File: config.mk
export PLATFORM = sky130hd
export DESIGN_NAME = fifo_param
export DESIGN_NICKNAME = d
export VERILOG_FILES = /design/src/rtl/fifo_pkg.sv /design/src/rtl/fifo_ram.sv /design/src/rtl/fifo_param.sv
export SDC_FILE = /design/constraint.sdc
export NUM_CORES = 1
export LEC_CHECK = 0
export BUFFER_PORTS_ARGS = -buffer_cell sky130_fd_sc_hd__buf_2
export CORE_MARGIN = 5
export CORE_UTILIZATION = 50
export DETAILED_ROUTE_END_ITERATION = 7
export MAX_ROUTING_LAYER = met4
export PLACE_DENSITY = 0.68
export SYNTH_ARGS = -nofsm -noshare
export SYNTH_HDL_FRONTEND = slang
export SYNTH_HIERARCHICAL = 1
export SYNTH_SLANG_ARGS = --single-unit
File: constraint.sdc
create_clock -name clk -period 3.6 [get_ports clk]
set_clock_uncertainty 0.2 [all_clocks]
set_input_delay 0.54 -clock clk [delete_from_list [all_inputs] [get_ports clk]]
set_output_delay 0.54 -clock clk [all_outputs]
set_load 0.1 [all_outputs]
File: src/rtl/fifo_pkg.sv
// fifo_pkg: shared defaults and width helpers for the parametrised FIFO.
//   FIFO_DATA_W / FIFO_DEPTH       default word width and entry count
//   FIFO_AF_LEVEL / FIFO_AE_LEVEL  default almost-full / almost-empty levels
//   cnt_width()                    width of an occupancy count (0..depth)
package fifo_pkg;

    localparam int unsigned FIFO_DATA_W   = 32;
    localparam int unsigned FIFO_DEPTH    = 32;
    localparam int unsigned FIFO_AF_LEVEL = 28;
    localparam int unsigned FIFO_AE_LEVEL = 4;

    // Occupancy must reach DEPTH itself, so it needs one bit more than a pointer.
    function automatic int unsigned cnt_width(input int unsigned depth);
        return $clog2(depth) + 1;
    endfunction

endpackage

File: src/rtl/fifo_ram.sv
// fifo_ram: DEPTH x DATA_W register-array storage for fifo_param.
// Ports:
//   clk          rising-edge clock
//   rst          synchronous active-high reset (clears the read register only)
//   we/waddr/wdata  write port
//   re/raddr     read request and address
//   rdata_q      registered read data, loaded from raddr when re is high
//   rdata_c      combinational read data at raddr
module fifo_ram
    import fifo_pkg::*;
#(
    parameter int unsigned DATA_W = FIFO_DATA_W,
    parameter int unsigned DEPTH  = FIFO_DEPTH,
    localparam int unsigned ADDR_W = $clog2(DEPTH)
) (
    input  logic              clk,
    input  logic              rst,
    input  logic              we,
    input  logic [ADDR_W-1:0] waddr,
    input  logic [DATA_W-1:0] wdata,
    input  logic              re,
    input  logic [ADDR_W-1:0] raddr,
    output logic [DATA_W-1:0] rdata_q,
    output logic [DATA_W-1:0] rdata_c
);

    logic [DATA_W-1:0] mem [DEPTH];

    // Storage is deliberately not reset.
    always_ff @(posedge clk) begin
        if (we) begin
            mem[waddr] <= wdata;
        end
    end

    // Read-before-write: a read and write to the same slot return the old word.
    always_ff @(posedge clk) begin
        if (rst) begin
            rdata_q <= '0;
        end else if (re) begin
            rdata_q <= mem[raddr];
        end
    end

    assign rdata_c = mem[raddr];

endmodule

File: src/rtl/fifo_param.sv
// fifo_param: parametrised single-clock FIFO with occupancy count,
// almost-full/almost-empty levels and sticky overflow/underflow flags.
// Build option: define FIFO_FWFT_EN for first-word-fall-through output;
// otherwise data_out is valid one cycle after an accepted read.
// Ports:
//   clk, rst              clock, synchronous active-high reset
//   wr_en, data_in        write request and data
//   rd_en                 read request (pop)
//   data_out, data_valid  read data and its valid strobe
//   full, empty, almost_full, almost_empty, count   occupancy status
//   clr_err               clears overflow/underflow
//   overflow, underflow   sticky error flags
module fifo_param
    import fifo_pkg::*;
#(
    parameter int unsigned DATA_W   = FIFO_DATA_W,
    parameter int unsigned DEPTH    = FIFO_DEPTH,
    parameter int unsigned AF_LEVEL = FIFO_AF_LEVEL,
    parameter int unsigned AE_LEVEL = FIFO_AE_LEVEL,
    localparam int unsigned ADDR_W  = $clog2(DEPTH),
    localparam int unsigned CNT_W   = cnt_width(DEPTH)
) (
    input  logic              clk,
    input  logic              rst,
    input  logic              wr_en,
    input  logic [DATA_W-1:0] data_in,
    input  logic              rd_en,
    output logic [DATA_W-1:0] data_out,
    output logic              data_valid,
    output logic              full,
    output logic              empty,
    output logic              almost_full,
    output logic              almost_empty,
    output logic [CNT_W-1:0]  count,
    input  logic              clr_err,
    output logic              overflow,
    output logic              underflow
);

    logic [ADDR_W-1:0] wr_ptr;
    logic [ADDR_W-1:0] rd_ptr;
    logic [CNT_W-1:0]  count_nxt;
    logic              rd_accept;
    logic              wr_accept;
    logic              ovf_set;
    logic              udf_set;
    logic [DATA_W-1:0] ram_q;
    logic [DATA_W-1:0] ram_c;

    always_comb begin
        rd_accept = rd_en && !empty;
        // A pop in the same cycle frees the slot, so a full FIFO still takes the write.
        wr_accept = wr_en && (!full || rd_accept);
        ovf_set   = wr_en && full && !rd_accept;
        udf_set   = rd_en && empty;
        unique case ({wr_accept, rd_accept})
            2'b10:   count_nxt = count + CNT_W'(1);
            2'b01:   count_nxt = count - CNT_W'(1);
            default: count_nxt = count;
        endcase
    end

    always_ff @(posedge clk) begin
        if (rst) begin
            wr_ptr       <= '0;
            rd_ptr       <= '0;
            count        <= '0;
            empty        <= 1'b1;
            full         <= 1'b0;
            almost_empty <= 1'b1;
            almost_full  <= 1'b0;
            overflow     <= 1'b0;
            underflow    <= 1'b0;
        end else begin
            if (wr_accept) begin
                wr_ptr <= wr_ptr + ADDR_W'(1);
            end
            if (rd_accept) begin
                rd_ptr <= rd_ptr + ADDR_W'(1);
            end
            count        <= count_nxt;
            // Flags come from the next count so they line up with count itself.
            empty        <= (count_nxt == '0);
            full         <= (count_nxt == CNT_W'(DEPTH));
            almost_empty <= (count_nxt <= CNT_W'(AE_LEVEL));
            almost_full  <= (count_nxt >= CNT_W'(AF_LEVEL));
            // A new error event wins over a coincident clear.
            if (ovf_set) begin
                overflow <= 1'b1;
            end else if (clr_err) begin
                overflow <= 1'b0;
            end
            if (udf_set) begin
                underflow <= 1'b1;
            end else if (clr_err) begin
                underflow <= 1'b0;
            end
        end
    end

    fifo_ram #(
        .DATA_W (DATA_W),
        .DEPTH  (DEPTH)
    ) u_ram (
        .clk     (clk),
        .rst     (rst),
        .we      (wr_accept && !rst),
        .waddr   (wr_ptr),
        .wdata   (data_in),
        .re      (rd_accept),
        .raddr   (rd_ptr),
        .rdata_q (ram_q),
        .rdata_c (ram_c)
    );

`ifdef FIFO_FWFT_EN
    logic unused_ram_q;
    assign unused_ram_q = ^ram_q;

    // Head entry is always on the combinational port; the pop edge advances rd_ptr.
    assign data_out   = ram_c;
    assign data_valid = !empty;
`else
    logic unused_ram_c;
    logic dv_q;
    assign unused_ram_c = ^ram_c;

    always_ff @(posedge clk) begin
        if (rst) begin
            dv_q <= 1'b0;
        end else begin
            dv_q <= rd_accept;
        end
    end

    assign data_out   = ram_q;
    assign data_valid = dv_q;
`endif

endmodule

==> impl_metrics.toml, run 1 <==
[clock_tree]
path_clk_slew_ns = 0.06
cts_buffers = 104
cts_tree = "yes"
post_cts_buffers = 0
ctsResizeCount = 0
clkSinkCount = 1079
holdBufCountCts = 2
htree_num_levels = 3
ctsRootBufferMaster = "clkbuf_16"
clockBufferDepth = 3
clk_latency_ns = 0.66

[global_route]
grt-ovfl-total = 0
use_met3 = 0.0446
grtUsageTotal = 0.236
antenna_found_initial = 9
grt_pass1_wl_um = 153000
grt_max_degree = 57
grt_use_met2 = 0.369
grt.busiest_layer = "met2"
grt_pass1_vias = 22600
grt.met1_usage = 0.320

[layout]
area.growth.synth_to_final_pct = 14.3
fin_util = 0.577
drive_above_1_share = 0.162
seq_area_um2 = 31900
multi_input_area_um2 = 9750
finalNetCount = 2620
fillers = 6209

[placement]
portBuffers = 81
gp_congestion = 0.855
hpwl_um = 64600

[route]
via_per_inst = 6.00
wl_per_cell_um = 27.6
drtIter0Drc = 2505
drc = 0
vias = 22800
first_pass_iters = 6
antenna_left = 0
wl_um = 105000

[critical_path]
cp_max_fo = 13
crit_path_end_kind = "flop"
slowest_stage = "or3b_2"
start_kind = "input pin"
worstPathRequired_ns = 3.73
critical_path_class = "input pin to flop"
max_stage_delay_ns = 0.75
cp_cell_sequence = "dlygate4sd3_1, buf_2, nand2b_1, nand2_1, and2_1, inv_1, nor2_1, or3b_2, nor2_4, buf_4"
arrival_ns = 3.27

[power_and_ir_drop]
power_uw = 30300
powerDensity_nw_per_um2 = 627
clkPwrFrac = 0.354
vdd_drop_max_mv = 0.429
p_leak_uw = 0.0154
sequentialPowerShare = 0.467
switching_share = 0.271
pwr-share-comb = 0.179
p_sw_uw = 8200
p_int_uw = 22100

[synth]
synth_common_cells = "edfxtp_1 (1024), mux2i_1 (514), a22oi_1 (257)"
synth_warnings = 6
synth-seq-cells = 1079
synth_top_family_by_area = "multiplexers"
synth_compound_area_frac = 0.0705
syn_area_per_cell_um2 = 17.5
synth_edf_count = 1024
ys_seq_area_frac = 0.754
synth-async-reset-ratio = 0
synth_simple_gate_area_frac = 0.0281
synth_most_common_cell = "edfxtp_1"
synthesis.nets = 2449
synth_ff_type = "edfxtp_1"
synthAdderAreaFrac = 0.00148
synth_cells = 2407
yosys-top-cells-area = "edfxtp_1 (73%), mux2i_1 (12%), a22oi_1 (4.6%), dfxtp_1 (2.6%), a21oi_1 (1.6%)"
synth_top_area_frac = 0.728
synth_cell_types = 51
synth-xor-area-share = 0.00249
synth.largest_area_cell = "edfxtp_1"
synth_area_um2 = 42200
synthMuxAreaShare = 0.122

[floorplan]
die_height_um = 301
start_util = 0.505
die-area_um2 = 90400
core.rowCount = 106
core_um2 = 83700
ios = 82
die_w_um = 301

[timing]
timing.final.hold_violations = 0
rsz0062_at_grt = "false"
setup_viol = 0
period_needed_ns = 3.15
max_freq_mhz = 318
slew_headroom = 0.342
tightestPinTransition_ns = 0.987
tns_ns = 0
drv_slew = 0
post-route-period-util = 0.874

[hold_path]
min_path_type = "input pin to flop"

[status]
status = "complete, no violations"

[flow_run]
maxCapViolations = 0
==> power groups by stage <==
stage	Combinational (µW)	Clock (µW)	Sequential, µW
floorplan	3230	0	15300
detailed placement	5390	0	14400
global route	5710	11500	14200
CTS	5420	10900	14100
finish	5410	10700	14100
global placement	5350	0	14400
==> cells by family after synthesis <==
group / Yosys count
simple gates: 205
mux: 514
compound gates: 440
flops: 1079
fa+ha+maj: 5
buf+inv: 152
xor+xnor: 12
==> critical path: cells and delay by family <==
family / cells / cell delay [ns]
buf+inv: 4 / 1.05
simple gates: 6 / 1.66
==> worst paths after layout <==
kind | from | to | slack, ns | cells after the start
hold reg to reg | underflow | underflow | 0.31 | 2
setup reg to reg | empty | u_ram/mem[28][8] | 0.57 | 8
setup / recovery | rd_en | u_ram/mem[28][8] | 0.45 | 10
hold / removal | clr_err | underflow | 0.04 | 4
==> cells in the final DEF, fill, tap and decap left out, drive strengths merged, types with 6 or more instances in the layout <==
master / Yosys / layout
inv: 8 / 11
bufinv: 0 / 12
nor2: 119 / 119
nor4: 32 / 32
buf: 70 / 207
edfxtp: 1024 / 1024
nand3b: 6 / 6
a22oi: 257 / 257
mux2i: 514 / 514
xor2: 9 / 9
clkinvlp: 0 / 6
a21oi: 135 / 135
nand2: 13 / 13
clkbuf: 74 / 126
o21a: 34 / 34
dfxtp: 55 / 55
clkinv: 0 / 41
==> per-layer routing <==
| layer | part of all wire | wire length, µm | up-vias |
|---|---|---|---|
| met3 | 0.082 | 8640 | 176 |
| met2 | 0.48 | 50400 | 990 |
| met4 | 0.030 | 3140 | 0 |
| met5 | 0 | 0 | - |
| li1 | - | - | 9953 |
| met1 | 0.41 | 42900 | 11700 |
==> through the flow <==
| stage | cells | area (µm²) | worst slack (ns) | hold WS [ns] |
|---|---|---|---|---|
| 6_report | 3799 | 48300 | 0.453 | 0.0391 |
| 5_1_grt | 3797 | 48300 | 0.338 | 0.0542 |
| 4_1_cts | 3794 | 48300 | 0.491 | 0.00349 |
| 3_5_place_dp | 3604 | 44900 | 0.358 | 0.292 |
| 3_3_place_gp | 3604 | 44900 | 0.307 | 0.267 |
| 2_1_floorplan | 2407 | 42300 | -0.317 | 0.293 |
==> layout make-up <==
class / instances / area share
Sequential cell: 1079 / 0.660
Clock inverter: 62 / 0.0129
Clock buffer: 126 / 0.0565
Inverter: 8 / 0.000622
Timing Repair Buffer: 209 / 0.0388
Antenna cell: 5 / 0.000259
Multi-Input combinational cell: 1176 / 0.202
Tap cell: 1134 / 0.0294
==> flip-flops by register name, summed over array words and instances, names as in the netlist <==
register       count
u_ram/mem       1024
underflow          1
data_valid         1
rd_ptr             5
full               1
almost_empty       1
empty              1
wr_ptr             5
u_ram/rdata_q     32
almost_full        1
overflow           1
count              6
Note: power is estimated with default switching activity, not from simulation.
==> run 2: changes to the inputs <==
--- a/config.mk
+++ b/config.mk
@@ -10,7 +10,8 @@
 export CORE_UTILIZATION = 50
 export DETAILED_ROUTE_END_ITERATION = 7
 export MAX_ROUTING_LAYER = met4
-export PLACE_DENSITY = 0.68
+export PLACE_DENSITY = 0.66
+export RECOVER_POWER = 25
 export SYNTH_ARGS = -nofsm -noshare
 export SYNTH_HDL_FRONTEND = slang
 export SYNTH_HIERARCHICAL = 1
==> constraint.sdc (replaced) <==
create_clock -name clk -period 3.1 [get_ports clk]
set_clock_uncertainty 0.2 [all_clocks]
set_input_delay 0.465 -clock clk [delete_from_list [all_inputs] [get_ports clk]]
set_output_delay 0.465 -clock clk [all_outputs]
set_load 0.1 [all_outputs]
==> run 2 against run 1 <==
Against the previous run: the flow now finishes with violations (max-capacitance violations, max-slew violations); final area is 0.65% higher; worst setup slack worse by 0.26 ns; sequential share of layout area is 0.42 points lower; sequential power is 16% higher; largest cell class unchanged; die area stayed put; clock power is 17% higher; critical path depth is 4 higher; via count hardly changed; highest routed layer unchanged; final cell count is 0.68% higher.
==> impl_metrics.toml, run 2 (synthesis gave the netlist of run 1 again) <==
[clock_tree]
clockBufferDepth = 3
cts_buffers = 105
htree_num_levels = 3
clkSinkCount = 1079
cts_tree = "yes"
path_clk_slew_ns = 0.06
clk_latency_ns = 0.67
ctsRootBufferMaster = "clkbuf_16"
ctsResizeCount = 0

[route]
wl_per_cell_um = 27.4
first_pass_iters = 6
antenna_left = 0
vias = 22800
via_per_inst = 5.96
wl_um = 105000
drc = 0
drtIter0Drc = 2376

[critical_path]
max_stage_delay_ns = 0.54
start_kind = "input pin"
r2r-end = "almost_full"
crit_family = "buffers and inverters"
cp_cell_sequence = "dlygate4sd3_1, buf_2, nand2b_4, nand2_1, and2_1, inv_2, ha_4, xor2_1, ha_2, or3b_1, a32oi_1, xor2_1, buf_4, o41ai_1"
slowest_stage = "dlygate4sd3_1"
critical_path_buf_inv_count = 4
cp_max_fo = 5
r2r-start = "empty"
cp_common_cell = "xor2_1"
worstPathRequired_ns = 3.45
rrSetupSlack_ns = 0.28
arrival_ns = 3.26
critical_path_class = "input pin to flop"
reg2regPathDepth = 12
crit_path_end_kind = "flop"

[flow_run]
maxCapViolations = 10

[timing]
drv_slew = 231
fin_ws_ns = 0.194
post-route-period-util = 0.937
slew_headroom = -0.0565
rsz0062_at_grt = "false"
timing.final.hold_violations = 0
tightestPinTransition_ns = 1.58
max_freq_mhz = 344
tns_ns = 0
period_needed_ns = 2.91
setup_viol = 0

[placement]
hpwl_um = 62800
gp_congestion = 0.842
portBuffers = 81
placedCellCount = 3619
place_area_um2 = 45200
dpl_worst_slack_ns = 0.135

[layout]
final_cells = 3825
mostFrequentLayoutCell = "edfxtp_1"
finalNetCount = 2637
regMostFlops = "u_ram/mem"
largest_register_ff_count = 1024
fillers = 6200
finalInstanceArea_um2 = 48600
most-common-layout-cells = "edfxtp_1 (1024), mux2i_1 (514), a22oi_1 (257)"
area.growth.synth_to_final_pct = 15.1
reg_top3 = "u_ram/mem: 1024 flops, u_ram/rdata_q: 32 flops, count: 6 flops"
fin_util = 0.581
drive_above_1_share = 0.167

[floorplan]
die_w_um = 301
die_height_um = 301
start_util = 0.505
core_um2 = 83700
die-area_um2 = 90400
core.rowCount = 106
ios = 82

[global_route]
grt-ovfl-total = 0
grt_pass1_wl_um = 154000
grt_use_met2 = 0.385
grtUsageTotal = 0.236
use_met3 = 0.0407
grt_pass1_vias = 23400
antenna_found_initial = 6
grt.busiest_layer = "met2"
grt_max_degree = 55
grt.met1_usage = 0.313

[status]
status = "finished, violations left"
violations = "max-capacitance violations, max-slew violations"

[power_and_ir_drop]
powerDensity_nw_per_um2 = 724
p_leak_uw = 0.0155
vdd_drop_max_mv = 0.610

[hold_path]
hold_start = "data_in[22]"
whs_path_depth = 1
min_path_type = "input pin to flop"
min_to = "u_ram/mem[28][22]"
-- run 2: cell count changes in the layout (fill, tap and decap cells not counted), sizes merged, moves of 4 or more --
cell / change
bufinv: -6
buf: -4
clkinvlp: -5
clkbuf: +38
-- run 2: worst register-to-register path: cells and delay by family (launching register included) --
family,cells,cell delay [ns]
AOI/OAI and AO/OA,2,0.53
and+or+nand+nor,4,0.73
xor gates and xnor gates,2,0.30
buffers and inverters,2,0.23
adders and majority gates,2,0.38
DFF,1,0.34
-- run 2: layout make-up --
cell class / instances / area [µm²] / area share
Sequential cell: 1079 / 31900 / 0.655
Multi-Input combinational cell: 1176 / 9770 / 0.201
Clock buffer: 145 / 2950 / 0.0607
Timing Repair Buffer: 225 / 2110 / 0.0434
Tap cell: 1134 / 1420 / 0.0292
Clock inverter: 53 / 450 / 0.00927
Inverter: 8 / 30.0 / 0.000618
Antenna cell: 5 / 12.5 / 0.000257
-- run 2: worst max-delay path by stage --
stage	start	to	slack, ns	cells past startpoint
5_1_grt	rd_en	empty	0.1	15
6_report	rd_en	almost_full	0.19	14
4_1_cts	rd_en	almost_full	0.26	14
2_1_floorplan	empty	almost_empty	0.008	15
3_5_place_dp	rd_en	almost_full	0.14	13
3_3_place_gp	rd_en	almost_full	0.18	13
-- run 2: where the power goes --
group	leakage, µW	internal [µW]	switching [µW]
sequential	0.00967	16200	188
clock	0.00168	7160	5300
combinational	0.00416	2180	4150
total	0.0155	25600	9640
-- run 2: metal layers --
metal / wire [µm] / vias to the layer above
met2: 51200 / 820
met1: 44100 / 11900
met5: 0 / -
li1: - / 9990
met4: 2410 / 0
met3: 7240 / 150
-- run 2: per-stage QoR --
step	hold WS [ns]	power, µW
5_1_grt	0.203	36400
2_1_floorplan	0.293	21500
3_3_place_gp	0.268	22900
3_5_place_dp	0.296	23000
4_1_cts	0.0942	35400
6_report	0.190	35200
-- run 2: what timing repair did --
item | in CTS | in global routing
hold buffers | 3 | 0
endpoints found under the hold margin | 3 | 0
buffers inserted | 0 | 0
